[src/rtl/wb_arbiter.sv]
// Two-master Wishbone arbiter: round-robin grant of a shared slave port to the CPU (m0) and DMA (m1),
// with bus locking for the whole cyc, a mandatory idle cycle between owners, and a stalled-strobe timeout abort.
module wb_arbiter #(
    parameter int TIMEOUT_CYCLES = 255
) (
    input  logic        clk_i,
    input  logic        rst_i,

    input  logic        m0_cyc_i,
    input  logic        m0_stb_i,
    input  logic        m0_we_i,
    input  logic [3:0]  m0_sel_i,
    input  logic [17:0] m0_adr_i,
    input  logic [31:0] m0_dat_i,
    output logic [31:0] m0_dat_o,
    output logic        m0_ack_o,
    output logic        m0_err_o,

    input  logic        m1_cyc_i,
    input  logic        m1_stb_i,
    input  logic        m1_we_i,
    input  logic [3:0]  m1_sel_i,
    input  logic [17:0] m1_adr_i,
    input  logic [31:0] m1_dat_i,
    output logic [31:0] m1_dat_o,
    output logic        m1_ack_o,
    output logic        m1_err_o,

    output logic        s_cyc_o,
    output logic        s_stb_o,
    output logic        s_we_o,
    output logic [3:0]  s_sel_o,
    output logic [17:0] s_adr_o,
    output logic [31:0] s_dat_o,
    input  logic [31:0] s_dat_i,
    input  logic        s_ack_i,

    output logic [1:0]  grant_o,
    output logic        timeout_o
);

    localparam logic [9:0] TMO_LAST = 10'(TIMEOUT_CYCLES - 1);

    typedef enum logic [1:0] {
        IDLE = 2'd0,
        OWN0 = 2'd1,
        OWN1 = 2'd2
    } state_t;

    state_t      state_q;
    logic        last_grant_q;
    logic [9:0]  tmo_cnt_q;
    logic [1:0]  grant_q;

    logic        own0;
    logic        own1;
    logic        own_cyc;
    logic        own_stb;
    logic        cnt_inc;
    logic        tmo;

    always_comb begin
        own0    = (state_q == OWN0);
        own1    = (state_q == OWN1);
        own_cyc = (own0 & m0_cyc_i) | (own1 & m1_cyc_i);
        own_stb = (own0 & m0_stb_i) | (own1 & m1_stb_i);
        cnt_inc = own_stb & ~s_ack_i;
        tmo     = cnt_inc & (tmo_cnt_q == TMO_LAST);
    end

    // Shared port follows the owner combinationally; an aborting cycle withdraws cyc/stb.
    assign s_cyc_o   = own_cyc & ~tmo;
    assign s_stb_o   = own_stb & ~tmo;
    assign s_we_o    = (own0 & m0_we_i) | (own1 & m1_we_i);
    assign s_sel_o   = ({4{own0}} & m0_sel_i) | ({4{own1}} & m1_sel_i);
    assign s_adr_o   = ({18{own0}} & m0_adr_i) | ({18{own1}} & m1_adr_i);
    assign s_dat_o   = ({32{own0}} & m0_dat_i) | ({32{own1}} & m1_dat_i);

    assign m0_ack_o  = own0 & s_ack_i;
    assign m1_ack_o  = own1 & s_ack_i;
    assign m0_dat_o  = {32{own0}} & s_dat_i;
    assign m1_dat_o  = {32{own1}} & s_dat_i;
    assign m0_err_o  = own0 & tmo & ~rst_i;
    assign m1_err_o  = own1 & tmo & ~rst_i;
    assign timeout_o = tmo & ~rst_i;
    assign grant_o   = grant_q;

    always_ff @(posedge clk_i) begin
        if (rst_i) begin
            state_q      <= IDLE;
            last_grant_q <= 1'b1;
            tmo_cnt_q    <= '0;
            grant_q      <= 2'b00;
        end else begin
            unique case (state_q)
                IDLE: begin
                    tmo_cnt_q <= '0;
                    // On contention the master that did not own last time wins.
                    if (m0_cyc_i && (!m1_cyc_i || last_grant_q)) begin
                        state_q      <= OWN0;
                        last_grant_q <= 1'b0;
                        grant_q      <= 2'b01;
                    end else if (m1_cyc_i) begin
                        state_q      <= OWN1;
                        last_grant_q <= 1'b1;
                        grant_q      <= 2'b10;
                    end
                end
                OWN0, OWN1: begin
                    if (!own_cyc || tmo) begin
                        state_q   <= IDLE;
                        grant_q   <= 2'b00;
                        tmo_cnt_q <= '0;
                    end else if (cnt_inc) begin
                        tmo_cnt_q <= tmo_cnt_q + 10'd1;
                    end else begin
                        tmo_cnt_q <= '0;
                    end
                end
                default: begin
                    state_q   <= IDLE;
                    grant_q   <= 2'b00;
                    tmo_cnt_q <= '0;
                end
            endcase
        end
    end

endmodule
[config.mk]
export PLATFORM = sky130hd
export DESIGN_NAME = wb_arbiter
export DESIGN_NICKNAME = d
export VERILOG_FILES = /design/src/rtl/wb_arbiter.sv
export SDC_FILE = /design/constraint.sdc
export NUM_CORES = 1
export LEC_CHECK = 0
export CAP_MARGIN = 20
export CORE_AREA = 2 2 109 111
export DETAILED_ROUTE_END_ITERATION = 12
export DIE_AREA = 0 0 111 113
export GPL_TIMING_DRIVEN = 0
export HOLD_SLACK_MARGIN = 0.08
export PLACE_DENSITY = 0.69
export REMOVE_ABC_BUFFERS = 1
export SYNTH_ARGS = -nofsm -noshare
export SYNTH_HDL_FRONTEND = slang
export SYNTH_SLANG_ARGS = --single-unit
[constraint.sdc]
create_clock -name clk_i -period 3.4 [get_ports clk_i]
set_input_delay 0.68 -clock clk_i [delete_from_list [all_inputs] [get_ports clk_i]]
set_output_delay 0.68 -clock clk_i [all_outputs]
set_load 0.01 [all_outputs]
# Word level (Yosys, flattened, before mapping)
# Index checks and enable logic that the tools add are counted.
dict set report totals {
  register_bits 13
}
dict set report classes {
  addsub 1
  n_mux 6
  eq_ne 5
  bitwise_logic 36
  reduce_logical 11
}
# cell count
set op_table {}
lappend op_table {{$and A32 B32 Y32} 4}
lappend op_table {{$and A18 B18 Y18} 2}
lappend op_table {{$or A32 B32 Y32} 1}
lappend op_table {{$or A18 B18 Y18} 1}
lappend op_table {{$and A1 B1 Y1} 17}
lappend op_table {{$add A10 B1 Y10 const B} 1}
lappend op_table {{$eq A10 B8 Y1 const B} 1}
lappend op_table {{$and A4 B4 Y4} 2}
lappend op_table {{$mux W2} 3}
lappend op_table {{$not A1 Y1} 5}
lappend op_table {{$or A4 B4 Y4} 1}
lappend op_table {{$pmux W2 S2} 1}
lappend op_table {{$reduce_and A2 Y1} 2}
lappend op_table {{$reduce_or A4 Y1} 1}
lappend op_table {{$ne A3 B3 Y1 const B} 1}
lappend op_table {{$or A1 B1 Y1} 3}
lappend op_table {{$eq A2 B1 Y1 const B} 1}
lappend op_table {{$eq A2 B2 Y1 const B} 1}
lappend op_table {{$logic_not A1 Y1} 2}
lappend op_table {{$logic_not A2 Y1} 1}
lappend op_table {{$logic_or A1 B1 Y1} 2}
lappend op_table {{$mux W1} 2}
lappend op_table {{$ne A2 B2 Y1 const B} 1}
lappend op_table {{$reduce_bool A2 Y1} 1}
lappend op_table {{2 further kinds} 2}

# Longest topological paths before layout
dict set report logic_depth {
  word_depth 8
  depth_mapped 8
  depth_no_buf 6
}

# Worst setup path after synthesis
# No wires, ideal clock.
dict set report synth_path {
  kind {flip-flop to output port}
  start {register, netlist name grant_o[0]}
  end {output m0_err_o}
  t_required_ps 2720
  path_stages_with_launch 8
  arrival_ps 1523
  setup_slack_ps 1197
  path_cell_list {dfxtp_1 -> inv_1 -> ha_1 -> buf_4 -> a22oi_2 -> and4b_1 -> clkbuf_1 -> and3_1}
}
# item line
set synth_rtl {}
lappend synth_rtl {{end: declaration} 17} ;# output logic m0_err_o,

# Worst setup path after layout
dict set report layout_path {
  start {input s_ack_i}
  end {output m1_err_o}
}
dict set report layout_via {
  elab_chain_cells 5
}
# item line
set layout_rtl {}
lappend layout_rtl {{start: declaration} 36} ;# input logic s_ack_i,
lappend layout_rtl {{$not A1 Y1} 67} ;# cnt_inc = own_stb & ~s_ack_i;
lappend layout_rtl {{$and A1 B1 Y1} 67}
lappend layout_rtl {{$and A1 B1 Y1} 68} ;# tmo = cnt_inc & (tmo_cnt_q == TMO_LAST);
lappend layout_rtl {{$and A1 B1 Y1 (2 in series)} 84} ;# assign m1_err_o = own1 & tmo & ~rst_i;
lappend layout_rtl {{end: declaration} 27} ;# output logic m1_err_o,
# Every way passes these cells.

==> metrics.yaml <==
hold_violations: 0
hold_slack_ps: 505.1
die_w_um: 111
status: "complete, no violations"
drtPass1Iterations: 5
synth_top_area_share_pct: 28.97
root_buffer: "clkbuf_16"
synth_area_um2: 1663
post-place-ws_ps: 47.16
cts_made_buffers: 3
critPathArrivalTime_ps: 2520
first_global_vias: 2679
clockBufferDepth: 2
cts_hold_buf: 0
period_share_pct: 94.07
place_inst: 616
grt_use_total_pct: 16.07
antenna_found_initial: 1
core_um2: 11270
fin_skew_ps: 2.704
synth_area_leader_cell: "a22o_1"
rsz0062_at_grt: "no"
synth_edf_count: 0
slowest_delay_ps: 540
required_ps: 2720
critPathBufInv: 2
vias: 2722
ios: 277
cp_common_cell: "clkdlybuf4s50_1"
syn_area_per_cell_um2: 7.593
synthTopCellsByCount: "68 x and2_1, 55 x a22o_1, 19 x clkbuf_1, 14 x nor2_1, 13 x dfxtp_1"
hold_class: "reg -> reg"
wl_um: 11380
layout_setup_ws_ps: 201.6
chipHeight_um: 113
tightest_slew_ps: 428.2
post_cts_resized: 0
ys_ff_latch: 13
seq_area_frac_synth_pct: 15.65
crit_type: "in -> out"
synthArstFlopShare_pct: 0
area_growth_pct: 183.4
rows: 39
syn-instance-count: 219
total_power_mw: 1.072
initial_core_util_pct: 14.75
grt_overflow_total: 0
dp_hpwl_um: 8425
nets: 636
max_slew_margin_pct: 71.46
timing.final.max_slew_violations: 0
fin_cells: 624
grt_max_degree: 48
path_clk_slew_ps: 50
crit_slowest_cell: "clkdlybuf4s50_1"
gp_congestion: 0.8976
clock-sinks: 13
drive_above_1_share_pct: 2.495
fmax_mhz: 312.7
antenna_cells: 0
clock_latency_ps: 240
synth_most_common_cell: "and2_1"
port_buffers: 276
drtIter0Drc: 170
p_per_area_nw_per_um2: 227.4
critPathTopFamily: "buffers and inverters"
startpoint_type: "primary input"
synth_cell_types: 26
synth_ff_type: "dfxtp_1"
detail_route.vias_per_cell: 4.362
remaining_drc_errors: 0
fillCellCount: 1142
fin_crit_ps: 3198
die_area_um2: 12540
path_max_fanout: 7
vdd_drop_max_uv: 181.2
crit_chain: "clkdlybuf4s50_1 -> nor4b_1 -> and4b_1 -> and3_1 -> clkdlybuf4s50_1"
ctsHtreeMaxLevel: 1
cts_tree: "built"
wire_per_inst_um: 18.24
maxCapViolCount: 0
setup_viol: 0
cp-end-kind: "output pin"
p_leak_nw: 1.753
ant_nets: 0
grt_pass1_wl_um: 16280
ys_warn_count: 0
ys_top_cells_by_area: "a22o_1 29%, and2_1 26%, dfxtp_1 16%"
==> state kept, by name (all words and copies together) (netlist names) <==
signal,cells
tmo_cnt_q,10
last_grant_q,1
grant_o,2
==> power breakdown <==
part	internal (mW)	total [mW]	leakage [nW]	switching (mW)
Sequential	0.157	0.161	0.105	0.00486
Clock	0.156	0.221	0.0409	0.0644
Combinational	0.431	0.690	1.61	0.259
==> per-stage QoR <==
step | setup TNS [ps] | instance area (um^2) | util [%]
floorplan | 0 | 1572 | -
global placement | -104440 | 4513 | 40.04
detailed placement | 0 | 4538 | 40.26
CTS | 0 | 4658 | 41.33
global route | 0 | 4713 | 41.81
finish | 0 | 4713 | 41.81
==> what timing repair did <==
| item | in CTS | in global routing |
|---|---|---|
| gates cloned | 0 | 0 |
| setup buffers | 2 | 2 |
| setup endpoints to repair | 5 | 3 |
==> metal layers <==
layer | track usage (%) | part of all wire, % | wire length, um | up-vias
met3 | 3.374 | 6.1 | 689 | 4
met5 | 0 | 0.11 | 13 | -
met1 | 19.88 | 42 | 4771 | 1288
li1 | - | - | - | 1312
met2 | 30.02 | 52 | 5897 | 116
met4 | 1.083 | 0.11 | 12 | 2
==> final timing paths <==
kind | slack (ps) | start | end | cells after the start
setup / recovery | 200 | s_ack_i | m1_err_o | 5
hold / removal | 510 | tmo_cnt_q[0]$_SDFF_PP0_ | tmo_cnt_q[0]$_SDFF_PP0_ | 1
setup reg to reg | 1110 | grant_o[1]$_SDFFE_PP0P_ | tmo_cnt_q[2]$_SDFF_PP0_ | 6
hold reg to reg | 510 | tmo_cnt_q[0]$_SDFF_PP0_ | tmo_cnt_q[0]$_SDFF_PP0_ | 1
==> layout by cell type, fill, tap and decap left out <==
| master | count |
|---|---|
| xor2_1 | 7 |
| dfxtp_1 | 13 |
| clkdlybuf4s50_1 | 276 |
| and4_1 | 2 |
| and2_1 | 68 |
| ha_4 | 2 |
| clkbuf_16 | 3 |
| a22o_1 | 55 |
| nand2_1 | 3 |
| or4_1 | 1 |
| or3_1 | 1 |
| inv_1 | 5 |
| buf_16 | 2 |
| o21ai_0 | 2 |
| nand3_1 | 5 |
| ha_1 | 3 |
| buf_12 | 2 |
| a22oi_2 | 2 |
| nor2_1 | 14 |
| a32o_1 | 2 |
| clkinv_2 | 1 |
| and3_1 | 5 |
| nand2b_1 | 1 |
| nand4_1 | 1 |
| and4b_1 | 1 |
| nor4b_1 | 1 |
| a21oi_1 | 1 |
| xnor2_1 | 1 |
| o311a_1 | 1 |
==> cell families after synthesis <==
family | share of synthesized area (%)
buffers and inverters | 6.621
DFF | 15.65
and+or+nand+nor | 36.57
AOI/OAI and AO/OA | 33.18
adders and majority gates | 3.762
xor gates and xnor gates | 4.214
==> layout make-up <==
cell class              instances  area, um^2  share of cell area, %
inverters                       5       18.77                 0.3982
flip-flops and latches         13       260.3                  5.522
well taps                     143       178.9                  3.796
clock inverters                 1       5.005                 0.1062
multi-input cells             179        1318                  27.95
clock buffers                   3       75.07                  1.593
repair buffers                280        2858                  60.63
No activity file was read; power rests on OpenSTA's default activity.
